===== src/rtl/finalization.sv =====
// ACORN-128 finalization: runs STEPS state updates with m = 0, ca = cb = 1 and
// collects the last TAG_BITS keystream bits as the authentication tag.
module finalization #(
    parameter int unsigned STEPS    = 768,
    parameter int unsigned TAG_BITS = 128
) (
    input  logic                clk,
    input  logic                rst,
    input  logic                start,
    input  logic [292:0]        state_in,
    output logic                busy,
    output logic                done,
    output logic                tag_valid,
    output logic [TAG_BITS-1:0] tag_out,
    output logic [292:0]        state_out
);

    localparam int unsigned TagStart = STEPS - TAG_BITS;

    typedef enum logic [1:0] {StIdle, StRun, StDone} fsm_e;

    fsm_e                fsm_q, fsm_d;
    logic [9:0]          cnt_q, cnt_d;
    logic [292:0]        state_q, state_d;
    logic [TAG_BITS-1:0] tag_q, tag_d;
    logic                tag_valid_q, tag_valid_d;

    logic [292:0]        s_mix;
    logic [292:0]        s_next;
    logic                ks;
    logic                fb;
    logic [9:0]          tag_off;

    function automatic logic maj(input logic x, input logic y, input logic z);
        return (x & y) ^ (x & z) ^ (y & z);
    endfunction

    function automatic logic ch(input logic x, input logic y, input logic z);
        return (x & y) ^ (~x & z);
    endfunction

    // Six LFSR feedback XORs are applied in order; later ones see earlier results.
    always_comb begin
        s_mix      = state_q;
        s_mix[289] = s_mix[289] ^ s_mix[235] ^ s_mix[230];
        s_mix[230] = s_mix[230] ^ s_mix[196] ^ s_mix[193];
        s_mix[193] = s_mix[193] ^ s_mix[160] ^ s_mix[154];
        s_mix[154] = s_mix[154] ^ s_mix[111] ^ s_mix[107];
        s_mix[107] = s_mix[107] ^ s_mix[66]  ^ s_mix[61];
        s_mix[61]  = s_mix[61]  ^ s_mix[23]  ^ s_mix[0];
        ks = s_mix[12] ^ s_mix[154] ^ maj(s_mix[235], s_mix[61], s_mix[193])
           ^ ch(s_mix[230], s_mix[111], s_mix[66]);
        fb = s_mix[0] ^ ~s_mix[107] ^ maj(s_mix[244], s_mix[23], s_mix[160])
           ^ s_mix[196] ^ ks;
        s_next = {fb, s_mix[292:1]};
    end

    assign tag_off = cnt_q - 10'(TagStart);

    always_comb begin
        fsm_d       = fsm_q;
        cnt_d       = cnt_q;
        state_d     = state_q;
        tag_d       = tag_q;
        tag_valid_d = tag_valid_q;
        unique case (fsm_q)
            StIdle: begin
                if (start) begin
                    state_d     = state_in;
                    cnt_d       = '0;
                    tag_valid_d = 1'b0;
                    fsm_d       = StRun;
                end
            end
            StRun: begin
                state_d = s_next;
                if (cnt_q >= 10'(TagStart)) begin
                    for (int i = 0; i < TAG_BITS; i++) begin
                        if (tag_off == 10'(i)) tag_d[i] = ks;
                    end
                end
                if (cnt_q == 10'(STEPS - 1)) begin
                    cnt_d       = '0;
                    tag_valid_d = 1'b1;
                    fsm_d       = StDone;
                end else begin
                    cnt_d = cnt_q + 10'd1;
                end
            end
            StDone: fsm_d = StIdle;
            default: fsm_d = StIdle;
        endcase
    end

    always_ff @(posedge clk or negedge rst) begin
        if (!rst) begin
            fsm_q       <= StIdle;
            cnt_q       <= '0;
            state_q     <= '0;
            tag_q       <= '0;
            tag_valid_q <= 1'b0;
        end else begin
            fsm_q       <= fsm_d;
            cnt_q       <= cnt_d;
            state_q     <= state_d;
            tag_q       <= tag_d;
            tag_valid_q <= tag_valid_d;
        end
    end

    assign busy      = (fsm_q != StIdle);
    assign done      = (fsm_q == StDone);
    assign tag_valid = tag_valid_q;
    assign tag_out   = tag_q;
    assign state_out = state_q;

endmodule


===== config.mk =====
export PLATFORM = sky130hd
export DESIGN_NAME = finalization
export DESIGN_NICKNAME = d
export VERILOG_FILES = /design/src/rtl/finalization.sv
export SDC_FILE = /design/constraint.sdc
export NUM_CORES = 1
export LEC_CHECK = 0
export BUFFER_PORTS_ARGS = -buffer_cell sky130_fd_sc_hd__buf_2
export CORE_AREA = 2 2 283 285
export DETAILED_ROUTE_END_ITERATION = 7
export DIE_AREA = 0 0 285 287
export PLACE_DENSITY = 0.44
export SETUP_SLACK_MARGIN = 0.5
export SLEW_MARGIN = 25
export SYNTH_ARGS = -nofsm -noshare
export SYNTH_HDL_FRONTEND = slang
export SYNTH_SLANG_ARGS = --single-unit

===== constraint.sdc =====
create_clock -name clk -period 2.2 [get_ports clk]
set_input_delay 0.33 -clock clk [delete_from_list [all_inputs] [get_ports clk]]
set_output_delay 0.33 -clock clk [all_outputs]
set_load 0.01 [all_outputs]

==> results.py, run 1 <==
metrics = {
    "floorplanning": {
        "start_util_pct": 24.8,
        "core_area_sq_mm": 0.0786,
        "rows": 103,
        "dieArea_sq_mm": 0.0818,
        "die_y_um": 287,
        "ios": 720,
        "die_width_um": 285,
    },
    "critical_path": {
        "path_cells": "xnor3_1, maj3_1, xnor3_4, buf_12, mux2_2",
        "reg2regPathDepth": 5,
        "r2r_start": "state_out[154]",
        "worstPathArrival_ns": 2.78,
        "slowest_delay_ns": 0.42,
        "r2r_end": "tag_out[64]",
        "reg2reg_slack_ns": -0.09,
        "criticalPathCategory": "register to register",
        "end_kind": "register",
        "critical_path.max_fanout": 87,
        "critPathRequiredTime_ns": 2.70,
        "start_kind": "register",
        "crit_path_top_delay_cell": "dfrtp_1",
    },
    "synthesis": {
        "synthAdderAreaFrac_pct": 0.488,
        "synth_area_sq_mm": 0.0195,
        "synth_mux_area_share_pct": 7.68,
        "yosysWarnings": 0,
        "synth-xor-area-share_pct": 1.30,
        "synth_top_family_by_area": "compound AO/OA/AOI/OAI gates",
        "synth_compound_area_share_pct": 15.6,
        "synthCells": 2041,
        "ys_ff_latch": 434,
        "ys_seq_area_share_pct": 55.7,
        "synth_nets": 2343,
        "syn_area_per_cell_sq_um": 9.55,
        "yosysUniqueCellTypes": 41,
        "yosys.area_share.simple_pct": 15.4,
    },
    "grt": {
        "grt_pass1_wl_um": 135000,
        "grt_usage_pct": 21.6,
        "antenna_found_initial": 7,
        "grt_pass1_vias": 20500,
        "grt_max_degree": 88,
        "overflow": 0,
    },
    "placement": {
        "dp.cells": 3748,
        "dpl_worst_slack_ns": -0.196,
        "globalplace.congestion": 0.894,
        "post-dp-hpwl_um": 60100,
        "dpl-instance-area_sq_mm": 0.0252,
        "numPortBuffers": 719,
    },
    "cells_and_area": {
        "final_area_sq_mm": 0.0316,
        "most-common-layout-cells": "buf_2, dfrtp_1, nand2_1",
        "drive_above_1_share_pct": 40.5,
        "n_fill_cell": 7829,
        "fin_nets": 3347,
        "fin_cells": 4137,
        "final_common_cell": "buf_2",
        "finish.utilization_pct": 40.2,
        "area_growth_pct": 62.2,
    },
    "outcome": {
        "outcome": "finished, violations left",
        "violations": "setup timing",
    },
    "drt": {
        "drtIter0Drc": 1202,
        "wirelength_um": 93900,
        "vias_per_cell": 4.91,
        "dr.pass1.iters": 5,
        "drc_errors": 0,
        "avgRoutedWirePerCell_um": 22.7,
        "drtAntennaViolNets": 0,
        "via_count": 20300,
    },
    "cts": {
        "cts.clk_slew.worst_paths_ns": 0.06,
        "cts_num_sinks": 434,
        "cts.path.max_buffers": 3,
        "clk_root_buffer_cell": "clkbuf_16",
        "clk_latency_ns": 0.61,
        "cts_tree": "yes",
        "htreeDepth": 2,
        "cts_buffers": 55,
    },
    "timing": {
        "fmaxAchievable_ghz": 0.437,
        "clock_skew_ns": 0.0201,
        "drv_slew": 0,
        "worst_slack_ns": -0.0872,
        "max_slew.worst_pin.slew_ns": 0.565,
        "setup_viol": 77,
        "tns_ns": -4.55,
        "period_share_pct": 104,
        "holdWs_ns": 0.0312,
        "max_slew_margin_pct": 62.3,
        "finalHoldViolCount": 0,
        "min_period_ns": 2.29,
        "rsz0062_at_grt": "true",
    },
    "hold_path": {
        "whs_endpoint": "state_out[33]",
        "min_from": "state_in[33]",
        "hold-path-cell-count": 3,
        "hp-class": "primary input to register",
    },
    "job": {
        "maxCapViolCount": 0,
    },
    "power": {
        "p_leak_nw": 14.6,
        "finalPower_mw": 34.4,
        "power.density_mw_per_mm2": 1090,
        "max-vdd-ir-drop_mv": 1.32,
    },
}
critical path: cells and delay by family, from the launching register on:
kind / cells / cell delay [ns]
flip-flops: 1 / 0.42
multiplexers: 1 / 0.33
XOR/XNOR: 2 / 0.75
buffers and inverters: 1 / 0.22
adder cells (fa/ha/maj): 1 / 0.37
area by class of cell:
type / count / area [sq um] / area share (%)
clock inverter: 14 / 240 / 0.760
tap: 1050 / 1310 / 4.15
sequential: 434 / 10900 / 34.4
antenna: 3 / 7.51 / 0.0237
clock buffer: 82 / 1600 / 5.05
inverter: 9 / 76.3 / 0.241
timing repair buffer: 1122 / 8550 / 27.0
multi-input combinational: 1423 / 8970 / 28.4
kinds of logic (layout without fill, tap and decap cells):
| logic type | after synthesis | after routing |
|---|---|---|
| and+or+nand+nor | 756 | 759 |
| muxes | 133 | 133 |
| adders and majority gates | 8 | 8 |
| AOI/OAI and AO/OA | 502 | 502 |
| other | 0 | 3 |
| DFF | 434 | 434 |
| buffers and inverters | 187 | 1227 |
| xor gates and xnor gates | 21 | 21 |
how the worst max path moves through the flow:
stage	start	to	slack (ns)
2_1_floorplan	cnt_q[7]	tag_out[32]	0.04
3_3_place_gp	fsm_q[0]	tag_out[66]	-0.26
3_5_place_dp	fsm_q[0]	tag_out[66]	-0.20
4_1_cts	state_out[230]	tag_out[100]	-0.06
5_1_grt	state_out[230]	tag_out[64]	-0.19
6_report	state_out[154]	tag_out[64]	-0.09
registers in the layout, indices dropped and copies added (netlist names):
register   count
cnt_q         10
tag_out      128
fsm_q          2
tag_valid      1
state_out    293
synthesized netlist by cell type (all sizes together):
cell,instances,area share [%]
nand2,404,7.8
and3,1,0.032
o21ba,1,0.051
nand2b,3,0.096
or4,3,0.12
dfrtp,434,56
mux2i,1,0.051
nand4,15,0.48
xor2,6,0.27
and3b,1,0.045
o31ai,1,0.039
mux2,132,7.6
and2,11,0.35
nand3,18,0.46
nor3,1,0.026
or3,3,0.096
a22oi,65,2.5
o21ai,83,2.1
nor4,1,0.064
o21bai,1,0.039
buf,38,0.91
o21a,1,0.039
ha,6,0.39
inv,9,0.17
a21o,1,0.039
nor2b,5,0.16
a21oi,66,1.7
maj3,2,0.10
nor2,283,5.4
a31oi,164,5.3
and4,1,0.045
o22ai,119,3.8
clkbuf,140,2.7
xnor2,10,0.45
nand3b,1,0.039
xnor3,5,0.58
or2,5,0.16
timing repair:
item                                    4_1_cts  5_1_grt
pin swaps                                    40       66
hold endpoints to repair                    347        1
buffers inserted                             32       15
gates cloned                                 29       11
endpoints found under the setup margin      441      444
gates resized for setup                     112      129
hold buffers                                202        1
where the power goes:
group	internal, mW	total (mW)	switching, mW	leakage [nW]
clock network	5.58	9.29	3.71	0.891
registers	9.99	12.1	2.12	5.06
logic	5.32	13.0	7.65	8.70
total	20.9	34.4	13.5	14.6
routing by layer:
layer	vias up	GRT usage, %	wire [um]
met5	-	0	27
met4	4	6.20	2830
met3	160	4.34	6090
met2	786	36.8	45300
met1	10200	27.8	39700
li1	9185	-	-
Note: power is estimated with default switching activity, not from simulation.
==> run 2: changes to the inputs <==
- HOLD_SLACK_MARGIN: unset -> 0.1
==> results.py, run 2 (synthesis results as in run 1) <==
metrics = {
    "timing": {
        "clock_skew_ns": 0.0220,
        "worst_slack_ns": -0.0900,
        "period_share_pct": 104,
        "max_slew.worst_pin.slew_ns": 0.573,
        "fmaxAchievable_ghz": 0.437,
        "min_period_ns": 2.29,
        "tns_ns": -4.84,
        "drv_slew": 0,
        "finalHoldViolCount": 0,
        "setup_viol": 78,
        "max_slew_margin_pct": 61.8,
        "rsz0062_at_grt": "true",
    },
    "hold_path": {
        "hold-path-cell-count": 4,
        "min_from": "state_in[196]",
        "whs_endpoint": "state_out[196]",
        "hp-class": "primary input to register",
    },
    "cells_and_area": {
        "largest_reg_flops": 293,
        "n_fill_cell": 7764,
        "final_common_cell": "buf_2",
        "area_growth_pct": 66.6,
        "fin_nets": 3429,
        "final_area_sq_mm": 0.0325,
        "drive_above_1_share_pct": 39.4,
        "most-common-layout-cells": "buf_2, dfrtp_1, nand2_1",
    },
    "drt": {
        "vias_per_cell": 4.90,
        "wirelength_um": 94500,
        "drtIter0Drc": 1268,
        "drc_errors": 0,
        "avgRoutedWirePerCell_um": 22.4,
        "drtAntennaViolNets": 0,
        "dr.pass1.iters": 5,
        "via_count": 20600,
    },
    "critical_path": {
        "critPathRequiredTime_ns": 2.70,
        "criticalPathCategory": "register to register",
        "critical_path.max_fanout": 87,
        "reg2regPathDepth": 5,
        "worstPathArrival_ns": 2.79,
        "start_kind": "register",
        "end_kind": "register",
        "r2r_start": "state_out[154]",
        "reg2reg_slack_ns": -0.09,
        "startpoint": "state_out[154]",
        "r2r_end": "tag_out[64]",
    },
    "grt": {
        "grt_max_degree": 88,
        "overflow": 0,
        "antenna_found_initial": 5,
        "grt_pass1_vias": 21000,
        "grt_usage_pct": 21.8,
        "grt_pass1_wl_um": 136000,
    },
    "cts": {
        "clk_root_buffer_cell": "clkbuf_16",
        "cts_tree": "yes",
        "cts_num_sinks": 434,
        "cts.path.max_buffers": 3,
        "clk_latency_ns": 0.61,
        "htreeDepth": 2,
        "cts_buffers": 55,
        "cts.clk_slew.worst_paths_ns": 0.06,
    },
    "job": {
        "maxCapViolCount": 0,
    },
    "floorplanning": {
        "die_y_um": 287,
        "rows": 103,
        "ios": 720,
        "dieArea_sq_mm": 0.0818,
        "start_util_pct": 24.8,
        "core_area_sq_mm": 0.0786,
        "die_width_um": 285,
    },
    "power": {
        "power.density_mw_per_mm2": 1060,
        "max-vdd-ir-drop_mv": 1.31,
        "finalPower_mw": 34.5,
        "p_leak_nw": 15.0,
    },
    "placement": {
        "dpl-instance-area_sq_mm": 0.0252,
        "globalplace.congestion": 0.894,
        "numPortBuffers": 719,
        "post-dp-hpwl_um": 60100,
    },
    "outcome": {
        "outcome": "finished, violations left",
        "violations": "setup timing",
    },
}
run 2: critical path: stages (launching register included):
cell and delay (ns):
dfrtp_1 0.42, xnor3_1 0.38, maj3_1 0.37, xnor3_4 0.37
buf_12 0.22, mux2_2 0.34
run 2: power by group:
| group | leakage, nW | internal, mW | switching (mW) | total (mW) |
|---|---|---|---|---|
| clock | 0.891 | 5.58 | 3.71 | 9.29 |
| sequential | 5.06 | 9.99 | 2.13 | 12.1 |
| combinational | 9.04 | 5.43 | 7.70 | 13.1 |
| total | 15.0 | 21.0 | 13.5 | 34.5 |
run 2: metal layers:
metal / vias to the layer above / global-route usage [%] / routed length (um)
li1: 9350 / - / -
met1: 10300 / 28.0 / 40000
met2: 819 / 37.4 / 46300
met3: 158 / 4.05 / 5570
met4: 2 / 6.10 / 2630
met5: - / 0 / 13
run 2: cell type report:
class	count	area (sq um)	share of cell area, %
inverters	9	76.3	0.235
diodes	2	5.00	0.0154
clock buffers	82	1600	4.92
multi-input cells	1423	8990	27.7
repair buffers	1204	9380	28.9
flip-flops and latches	434	10900	33.5
clock inverters	14	240	0.740
well taps	1050	1310	4.05
run 2: what timing repair did:
action,4_1_cts,5_1_grt
gates cloned,29,11
gates resized for setup,112,128
hold endpoints to repair,614,0
pin swaps,40,55
buffers inserted,32,13
hold buffers,287,0
setup endpoints to repair,441,444
run 2: how the worst max path moves through the flow:
stage                         endpoint  cells past startpoint
final                      tag_out[64]                      5
after floorplan            tag_out[32]                      9
after CTS                 tag_out[100]                      5
after global placement     tag_out[66]                      5
after global routing       tag_out[64]                      5
after detailed placement   tag_out[66]                      5
run 2: per-stage QoR:
stage | instances | setup WS [ns] | hold WS, ns | util [%]
floorplan | 2041 | 0.0433 | 0.0344 | -
global placement | 3748 | -0.259 | 0.231 | 32.1
detailed placement | 3748 | -0.196 | 0.229 | 32.1
CTS | 4192 | -0.0628 | 0.110 | 40.1
global route | 4216 | -0.195 | 0.131 | 41.3
finish | 4218 | -0.0900 | 0.155 | 41.3
